==> src/rtl/multicycle_pkg.sv <==
// Shared encodings for the multicycle ARM-subset control unit:
// FSM state codes, datapath select codes and ALU function opcodes.
package multicycle_pkg;

  typedef enum logic [3:0] {
    S_FETCH  = 4'd0,
    S_DECODE = 4'd1,
    S_MEMADR = 4'd2,
    S_MEMRD  = 4'd3,
    S_MEMWB  = 4'd4,
    S_MEMWR  = 4'd5,
    S_EXECR  = 4'd6,
    S_EXECI  = 4'd7,
    S_ALUWB  = 4'd8,
    S_BRANCH = 4'd9
  } state_t;

  localparam logic [1:0] ALU_ADD = 2'b00;
  localparam logic [1:0] ALU_SUB = 2'b01;
  localparam logic [1:0] ALU_AND = 2'b10;
  localparam logic [1:0] ALU_ORR = 2'b11;

  localparam logic [1:0] RES_ALUOUT = 2'b00;
  localparam logic [1:0] RES_DATA   = 2'b01;
  localparam logic [1:0] RES_ALU    = 2'b10;

  localparam logic [1:0] SRCB_RM  = 2'b00;
  localparam logic [1:0] SRCB_EXT = 2'b01;
  localparam logic [1:0] SRCB_4   = 2'b10;

  localparam logic [1:0] OP_DP  = 2'b00;
  localparam logic [1:0] OP_MEM = 2'b01;
  localparam logic [1:0] OP_BR  = 2'b10;

  localparam logic [3:0] FN_AND = 4'b0000;
  localparam logic [3:0] FN_SUB = 4'b0010;
  localparam logic [3:0] FN_ADD = 4'b0100;
  localparam logic [3:0] FN_CMP = 4'b1010;
  localparam logic [3:0] FN_ORR = 4'b1100;
  localparam logic [3:0] FN_MOV = 4'b1101;

endpackage

==> src/rtl/alu_decoder.sv <==
// ALU function decoder: maps Funct[4:1] to ALU op, flag-write mask and write suppression.
// Purely combinational, zero latency, no flow control.
module alu_decoder
  import multicycle_pkg::*;
(
  input  logic       i_alu_op,
  input  logic [5:0] i_funct,
  output logic [1:0] o_alu_control,
  output logic [1:0] o_flag_w0,
  output logic       o_no_write,
  output logic       o_shift,
  output logic       o_illegal_funct
);

  logic w_arith;

  always_comb begin
    o_alu_control   = ALU_ADD;
    o_flag_w0       = 2'b00;
    o_no_write      = 1'b0;
    o_shift         = 1'b0;
    o_illegal_funct = 1'b0;
    w_arith         = 1'b0;
    if (i_alu_op) begin
      case (i_funct[4:1])
        FN_ADD: begin o_alu_control = ALU_ADD; w_arith = 1'b1; end
        FN_SUB: begin o_alu_control = ALU_SUB; w_arith = 1'b1; end
        FN_AND: o_alu_control = ALU_AND;
        FN_ORR: o_alu_control = ALU_ORR;
        FN_CMP: begin o_alu_control = ALU_SUB; w_arith = 1'b1; o_no_write = 1'b1; end
        FN_MOV: o_shift = 1'b1;
        default: begin o_illegal_funct = 1'b1; o_no_write = 1'b1; end
      endcase
      // An unimplemented function must leave the flags untouched too.
      if (!o_illegal_funct)
        o_flag_w0 = {i_funct[0], i_funct[0] & w_arith};
    end
  end

endmodule

==> src/rtl/multicycle_ctrl.sv <==
// Multicycle control unit: FSM, per-state datapath selects, condition gating, retire counter.
// Outputs are combinational from state and IR fields; 2-5 cycles per instruction, never stalls.
module multicycle_ctrl
  import multicycle_pkg::*;
#(
  parameter int CNT_W = 16
) (
  input  logic             clk,
  input  logic             reset,
  input  logic [1:0]       Op,
  input  logic [5:0]       Funct,
  input  logic [3:0]       Rd,
  input  logic             CondEx,
  output logic             PCWrite,
  output logic             AdrSrc,
  output logic             MemW,
  output logic             IRWrite,
  output logic             RegW,
  output logic [1:0]       ResultSrc,
  output logic             ALUSrcA,
  output logic [1:0]       ALUSrcB,
  output logic [1:0]       ImmSrc,
  output logic [1:0]       RegSrc,
  output logic [1:0]       ALUControl,
  output logic [1:0]       FlagW,
  output logic             Shift,
  output logic             Illegal,
  output logic             Retired,
  output logic [CNT_W-1:0] RetireCnt,
  output logic [3:0]       State
);

  state_t           r_state;
  state_t           w_next;
  logic [CNT_W-1:0] r_retire_cnt;

  logic       w_alu_op;
  logic       w_next_pc;
  logic       w_branch;
  logic       w_reg_w0;
  logic       w_mem_w0;
  logic       w_illegal_op;
  logic       w_retired;
  logic [1:0] w_flag_w0;
  logic       w_no_write;
  logic       w_illegal_funct;

  assign w_alu_op = (r_state == S_EXECR) || (r_state == S_EXECI);

  alu_decoder u_alu_decoder (
    .i_alu_op        (w_alu_op),
    .i_funct         (Funct),
    .o_alu_control   (ALUControl),
    .o_flag_w0       (w_flag_w0),
    .o_no_write      (w_no_write),
    .o_shift         (Shift),
    .o_illegal_funct (w_illegal_funct)
  );

  always_ff @(posedge clk or posedge reset) begin
    if (reset) r_state <= S_FETCH;
    else       r_state <= w_next;
  end

  always_comb begin
    w_next       = S_FETCH;
    w_next_pc    = 1'b0;
    w_branch     = 1'b0;
    w_reg_w0     = 1'b0;
    w_mem_w0     = 1'b0;
    w_illegal_op = 1'b0;
    w_retired    = 1'b0;
    IRWrite      = 1'b0;
    AdrSrc       = 1'b0;
    ALUSrcA      = 1'b0;
    ALUSrcB      = SRCB_RM;
    ResultSrc    = RES_ALUOUT;
    case (r_state)
      S_FETCH: begin
        w_next    = S_DECODE;
        IRWrite   = 1'b1;
        ALUSrcA   = 1'b1;
        ALUSrcB   = SRCB_4;
        ResultSrc = RES_ALU;
        w_next_pc = 1'b1;
      end
      S_DECODE: begin
        ALUSrcA   = 1'b1;
        ALUSrcB   = SRCB_4;
        ResultSrc = RES_ALU;
        case (Op)
          OP_DP:   w_next = Funct[5] ? S_EXECI : S_EXECR;
          OP_MEM:  w_next = S_MEMADR;
          OP_BR:   w_next = S_BRANCH;
          default: begin w_next = S_FETCH; w_illegal_op = 1'b1; end
        endcase
      end
      S_MEMADR: begin
        ALUSrcB = SRCB_EXT;
        w_next  = Funct[0] ? S_MEMRD : S_MEMWR;
      end
      S_MEMRD: begin
        AdrSrc = 1'b1;
        w_next = S_MEMWB;
      end
      S_MEMWB: begin
        ResultSrc = RES_DATA;
        w_reg_w0  = 1'b1;
        w_retired = 1'b1;
      end
      S_MEMWR: begin
        AdrSrc    = 1'b1;
        w_mem_w0  = 1'b1;
        w_retired = 1'b1;
      end
      S_EXECR, S_EXECI: begin
        ALUSrcB = (r_state == S_EXECI) ? SRCB_EXT : SRCB_RM;
        if (w_no_write) begin
          w_next    = S_FETCH;
          w_retired = !w_illegal_funct;
        end else begin
          w_next    = S_ALUWB;
        end
      end
      S_ALUWB: begin
        w_reg_w0  = 1'b1;
        w_retired = 1'b1;
      end
      S_BRANCH: begin
        ALUSrcB   = SRCB_EXT;
        ResultSrc = RES_ALU;
        w_branch  = 1'b1;
        w_retired = 1'b1;
      end
      default: w_next = S_FETCH;
    endcase
  end

  // STR differs from LDR only in where the store data register comes from.
  always_comb begin
    ImmSrc = 2'b00;
    RegSrc = 2'b00;
    case (Op)
      OP_MEM: begin ImmSrc = 2'b01; RegSrc = Funct[0] ? 2'b00 : 2'b10; end
      OP_BR:  begin ImmSrc = 2'b10; RegSrc = 2'b01; end
      default: ;
    endcase
  end

  assign RegW    = w_reg_w0 & CondEx;
  assign MemW    = w_mem_w0 & CondEx;
  assign FlagW   = w_flag_w0 & {2{CondEx}};
  assign PCWrite = w_next_pc | (CondEx & (w_branch | (w_reg_w0 & (Rd == 4'd15))));
  assign Illegal = w_illegal_op | w_illegal_funct;
  assign Retired = w_retired;

  always_ff @(posedge clk or posedge reset) begin
    if (reset)        r_retire_cnt <= '0;
    else if (w_retired) r_retire_cnt <= r_retire_cnt + {{(CNT_W-1){1'b0}}, 1'b1};
  end

  assign RetireCnt = r_retire_cnt;
  assign State     = r_state;

endmodule

==> config.mk <==
export PLATFORM = sky130hd
export DESIGN_NAME = multicycle_ctrl
export DESIGN_NICKNAME = d
export VERILOG_FILES = /design/src/rtl/multicycle_pkg.sv /design/src/rtl/alu_decoder.sv /design/src/rtl/multicycle_ctrl.sv
export SDC_FILE = /design/constraint.sdc
export NUM_CORES = 1
export LEC_CHECK = 0
export BUFFER_PORTS_ARGS = -buffer_cell sky130_fd_sc_hd__buf_2
export CAP_MARGIN = 20
export CELL_PAD_IN_SITES_DETAIL_PLACEMENT = 0
export CELL_PAD_IN_SITES_GLOBAL_PLACEMENT = 1
export CORE_MARGIN = 2
export CORE_UTILIZATION = 30
export CTS_CLUSTER_DIAMETER = 80
export DETAILED_ROUTE_END_ITERATION = 6
export PLACE_DENSITY_LB_ADDON = 0.1
export SYNTH_ARGS = -nofsm -noshare
export SYNTH_HDL_FRONTEND = slang
export SYNTH_SLANG_ARGS = --single-unit
==> constraint.sdc <==
create_clock -name clk -period 3 [get_ports clk]
set_clock_uncertainty 0.05 [all_clocks]
set_input_delay 0.6 -clock clk [delete_from_list [all_inputs] [get_ports clk]]
set_output_delay 0.6 -clock clk [all_outputs]
set_load 0.02 [all_outputs]
## After elaboration in Yosys (flattened, before gate mapping)

Index checks and enable logic that the tools add are counted.

| operators by class | value |
|---|---|
| bitwise logic cells | 9 |
| $add $sub $neg | 1 |
| equality and inequality tests | 17 |
| muxes and demuxes | 34 |
| reductions and logical operators | 17 |

Operators with widths:

| kind | number |
|---|---|
| equality test 4 bit, second input constant | 6 |
| equality test 4 x 3 -> 1 bit, second input constant | 5 |
| two-way mux 1 bit | 20 |
| one-hot mux 4 bit (5 select lines) | 1 |
| adder 16 x 1 -> 16 bit, second input constant | 1 |
| equality test 4 x 2 -> 1 bit, second input constant | 3 |
| one-hot mux 2 bit (2 select lines) | 3 |
| one-hot mux 2 bit (3 select lines) | 2 |
| one-hot mux 4 bit (3 select lines) | 1 |
| OR reduction 2 bit | 6 |
| OR reduction 3 bit | 3 |
| logical NOT 4 bit | 2 |
| two-way mux 2 bit | 4 |
| OR reduction 6 bit | 1 |
| bitwise AND 1 bit | 5 |
| OR reduction 5 bit | 1 |
| equality test 4 x 1 -> 1 bit, second input constant | 1 |
| two-way mux 4 bit | 1 |
| OR reduction 4 bit | 1 |
| two-way mux 3 bit | 1 |
| bitwise OR 1 bit | 3 |
| bitwise AND 2 bit | 1 |
| equality test 2 x 1 -> 1 bit, second input constant | 1 |
| equality test 2 bit, second input constant | 1 |
| other kinds (4) | 4 |

| word-level totals | value |
|---|---|
| logic and storage cells | 80 |
| register bits after elaboration | 20 |
| output and inout bits | 41 |

## Logic depth before layout (Yosys ltp)

| depth | value |
|---|---|
| word-level depth | 8 |
| mapped depth | 6 |
| mapped depth without buffers | 5 |

## Modules after synthesis

From an unflattened synthesis, not the netlist that was laid out.

| second synthesis, totals | value |
|---|---|
| cells, all modules | 144 |
| area, all modules | 1348.8 µm² |

By module, submodules not included:

| module | times used | area an instance (µm²) | cells an instance | seq. area each (µm²) |
|---|---|---|---|---|
| multicycle_ctrl | 1 | 1217.4 | 123 | 500.5 |
| alu_decoder | 1 | 131.4 | 21 | 0.0 |

## Least setup slack after synthesis

Ideal clock, no wire load.

| path | value |
|---|---|
| kind | reg2out |
| from | reg r_state[3], in the netlist State[3] |
| to | out Illegal |
| required time | 2.350 ns |
| cell stages (with the launch flop) | 7 |
| path slack | 0.431 ns |
| arrival | 1.919 ns |
| path buffers | 2 |
| path through | dfrtp_1 buf_4 or2_2 clkbuf_1 nor2_1 nand3_1 o22ai_1 |

| on the way | value |
|---|---|
| word-level cells in the longest chain between the ends | 4 |

Ends and longest elaborated chain:

| what | RTL line | RTL |
|---|---|---|
| start, declared | multicycle_ctrl.sv:33 | `state_t r_state;` |
| start signal, assigned | multicycle_ctrl.sv:62 | `else r_state <= w_next;` |
| equality test 4 x 3 -> 1 bit | multicycle_ctrl.sv:48 | `assign w_alu_op = (r_state == S_EXECR) \|\| (r_state == S_EXECI);` |
| logical OR 1 bit | multicycle_ctrl.sv:48 |  |
| two-way mux 1 bit | alu_decoder.sv:24 | `if (i_alu_op) begin` |
| bitwise OR 1 bit * | multicycle_ctrl.sv:154 | `assign Illegal = w_illegal_op \| w_illegal_funct;` |
| end, declared | multicycle_ctrl.sv:27 | `output logic Illegal,` |

Mark *: on every way between the ends. The rest lies on a longest branch, timed or not.

## Worst setup path after layout

Same ends and word-level chain as after synthesis.

==> metrics <==
First-pass DRT Iterations 4; area of the mapped netlist 1274 um2; Final Hold Fails 0; reg-to-reg critical path endpoint RetireCnt[7]$_DFFE_PP0P_; slowest CP cell dfrtp_1; Pleak 0.7193 nW; Worst VDD drop 212.1 uV; Design Power 1.343 mW; syn avg cell area 9.297 um2; post-cts hold buffer count 0; Final #Nets 207; die area 4783 um2; Main synth FF type dfrtp_1; placer congestion estimate 0.7237; Post-CTS Setup Inserts 0; async set-reset flop share out of synthesis 1.000; WL per Instance 12.78 um; Setup CP Type reg -> out; total core area 4058 um2; Non-Filler Instances 240; PostCTS Resize Cnt 0; row count 23; die width 69.16 um; worst setup margin 0.5657 ns; critical path endpoint category primary output; max cap viols 0; IO Port Bufs 55; Clock Sinks 20; CTS tree yes; vias in the first global route 1,137; number of inserted diodes 0; Layout Utilization 0.4015; CTS H-tree depth 1; Rel. slew slack 0.4930; chip height 69.16 um; CTS Root Cell clkbuf_8; Post-synth EDFFs 0; syn_nets 153; worst path cell trace or2_2, nor2_1, nand3_1, o22ai_1, buf_2; initial antenna violation count 0; nature of the critical path startpoint register; Worst EP required 2.35 ns; Filler cells 425; min-delay src RetireCnt[15]$_DFFE_PP0P_; total gr overflow 0; top cells by area, synth dfrtp_1 (39%), xor2_1 (6.9%), xnor2_1 (5.5%); FF+latch count, synth 20; largest net degree at the start of global routing 21; Synth Instances 137; status completed; final worst path period need 2.434 ns; later-pin clock latency in the skew report 0.25 ns; R2R cell count 5; DRC 0; DRT Wirelength 3067 um; num ports 56; Critical Path Start State[3]$_DFF_PP0_; post-synth top area cell dfrtp_1; layout cells sized above 1 0.3526; clock-pin slew on the worst setup and hold paths 0.07 ns; Avg Vias per Cell 4.858; Hold Path Class reg -> reg; post-synth top area share 0.3929; Synth cell types 40; placed inst area 1574 um2; Reg2Reg Launch Point State[2]$_DFF_PP0_; Syn-to-layout area delta 27.90%; Final ANT Viol Nets 0; CP Data Arrival Time 1.78 ns; Starting Density 0.3139; post-synthesis sequential area ratio 0.3929; first-pass GRT wire length 5209 um; upper clock frequency limit 410.8 MHz; Crit path largest cell delay 0.50 ns; Fin Setup TNS 0 ns; yosys warns 0; post-route cell area 1629 um2; post-placement cell count 236; Slew Limit Fails 0; fin crit share 0.8114; pwr dens 824.3 nW/um2; Slew @ Worst Pin 0.7596 ns; register-to-register setup slack 1.21 ns; CTS Buffer Depth 2; Num CTS Buffers 3; Min Hold Slack 0.4146 ns; pre-CTS WS 0.7059 ns; First DRT Iteration DRCs 73; final setup fails 0; Final HPWL DP 2319 um; via count 1,166; GRT Total Usage 0.1308; CP Capture Point Illegal; crit path max fanout 11; RSZ-0062 raised after global routing false
[metal layers]
layer / routed length (um) / track usage / share of wire / vias to the layer above
met5: 0 / 0 / 0 / -
met2: 1548 / 0.2265 / 0.50 / 24
met3: 112 / 0.02924 / 0.037 / 0
met1: 1406 / 0.1639 / 0.46 / 556
met4: 0 / 0.03268 / 0 / 0
li1: - / - / - / 586
[power by group]
group	internal, mW	leakage, nW	switching (mW)	total (mW)
combinational	0.256	0.470	0.444	0.700
clock	0.117	0.0288	0.0855	0.202
sequential	0.325	0.220	0.116	0.441
total	0.697	0.719	0.646	1.34
[how the worst min path moves through the flow]
stage	endpoint	slack [ns]	depth (start not counted)
after detailed placement	RetireCnt[15]$_DFFE_PP0P_	0.41	1
after CTS	RetireCnt[15]$_DFFE_PP0P_	0.42	1
after global placement	RetireCnt[15]$_DFFE_PP0P_	0.40	1
after floorplan	RetireCnt[0]$_DFFE_PP0P_	0.51	1
final	RetireCnt[15]$_DFFE_PP0P_	0.41	1
after global routing	RetireCnt[15]$_DFFE_PP0P_	0.44	1
[registers in the layout (all words and copies together), names as in the netlist]
signal / count
RetireCnt: 16
State: 4
[cells in the mapped netlist, types with 2 or more instances]
master,number
a211oi_1,2
a21oi_1,4
and2_1,2
and3_1,2
and4_1,3
buf_4,3
clkbuf_1,2
dfrtp_1,20
inv_1,7
nand2_1,12
nand2b_1,4
nand3_1,5
nand3b_1,2
nand4_1,4
nor2_1,10
nor2b_1,3
nor3_1,9
nor4_2,3
o21ai_0,3
xnor2_1,8
xor2_1,10
[worst max-delay path: cells and delay by family (launching register included)]
kind	cells	cell delay, ns
AOI/OAI and AO/OA	1	0.18
buffers and inverters	1	0.19
DFF	1	0.50
and+or+nand+nor	3	0.66
[kinds of logic (layout without fill, tap and decap cells)]
logic type               after synthesis  in the layout  share of synthesized area
XOR/XNOR                              18             18                     0.1238
AND/OR/NAND/NOR                       67             67                     0.3222
adder cells (fa/ha/maj)                1              1                   0.009822
flip-flops                            20             20                     0.3929
AO/OA/AOI/OAI                         17             17                    0.09529
buffers and inverters                 14             67                    0.05599
[final cells by class]
| cell class | count | area, um2 | share of cell area |
|---|---|---|---|
| inverters | 7 | 26.28 | 0.01613 |
| repair buffers | 56 | 282.8 | 0.1736 |
| multi-input cells | 103 | 701.9 | 0.4309 |
| flip-flops and latches | 20 | 500.5 | 0.3072 |
| well taps | 50 | 62.56 | 0.03840 |
| clock buffers | 4 | 55.05 | 0.03379 |
[cell usage in the layout, fill, tap and decap left out, drive strengths merged, types with 4 or more instances in the layout]
| cell | instances |
|---|---|
| a21oi | 4 |
| nand3 | 5 |
| nand4 | 5 |
| nor3 | 9 |
| clkbuf | 4 |
| nand2 | 12 |
| nand2b | 4 |
| inv | 7 |
| nor4 | 4 |
| xnor2 | 8 |
| buf | 56 |
| nor2 | 10 |
| xor2 | 10 |
| dfrtp | 20 |
Power figures use the tool's default switching activity.
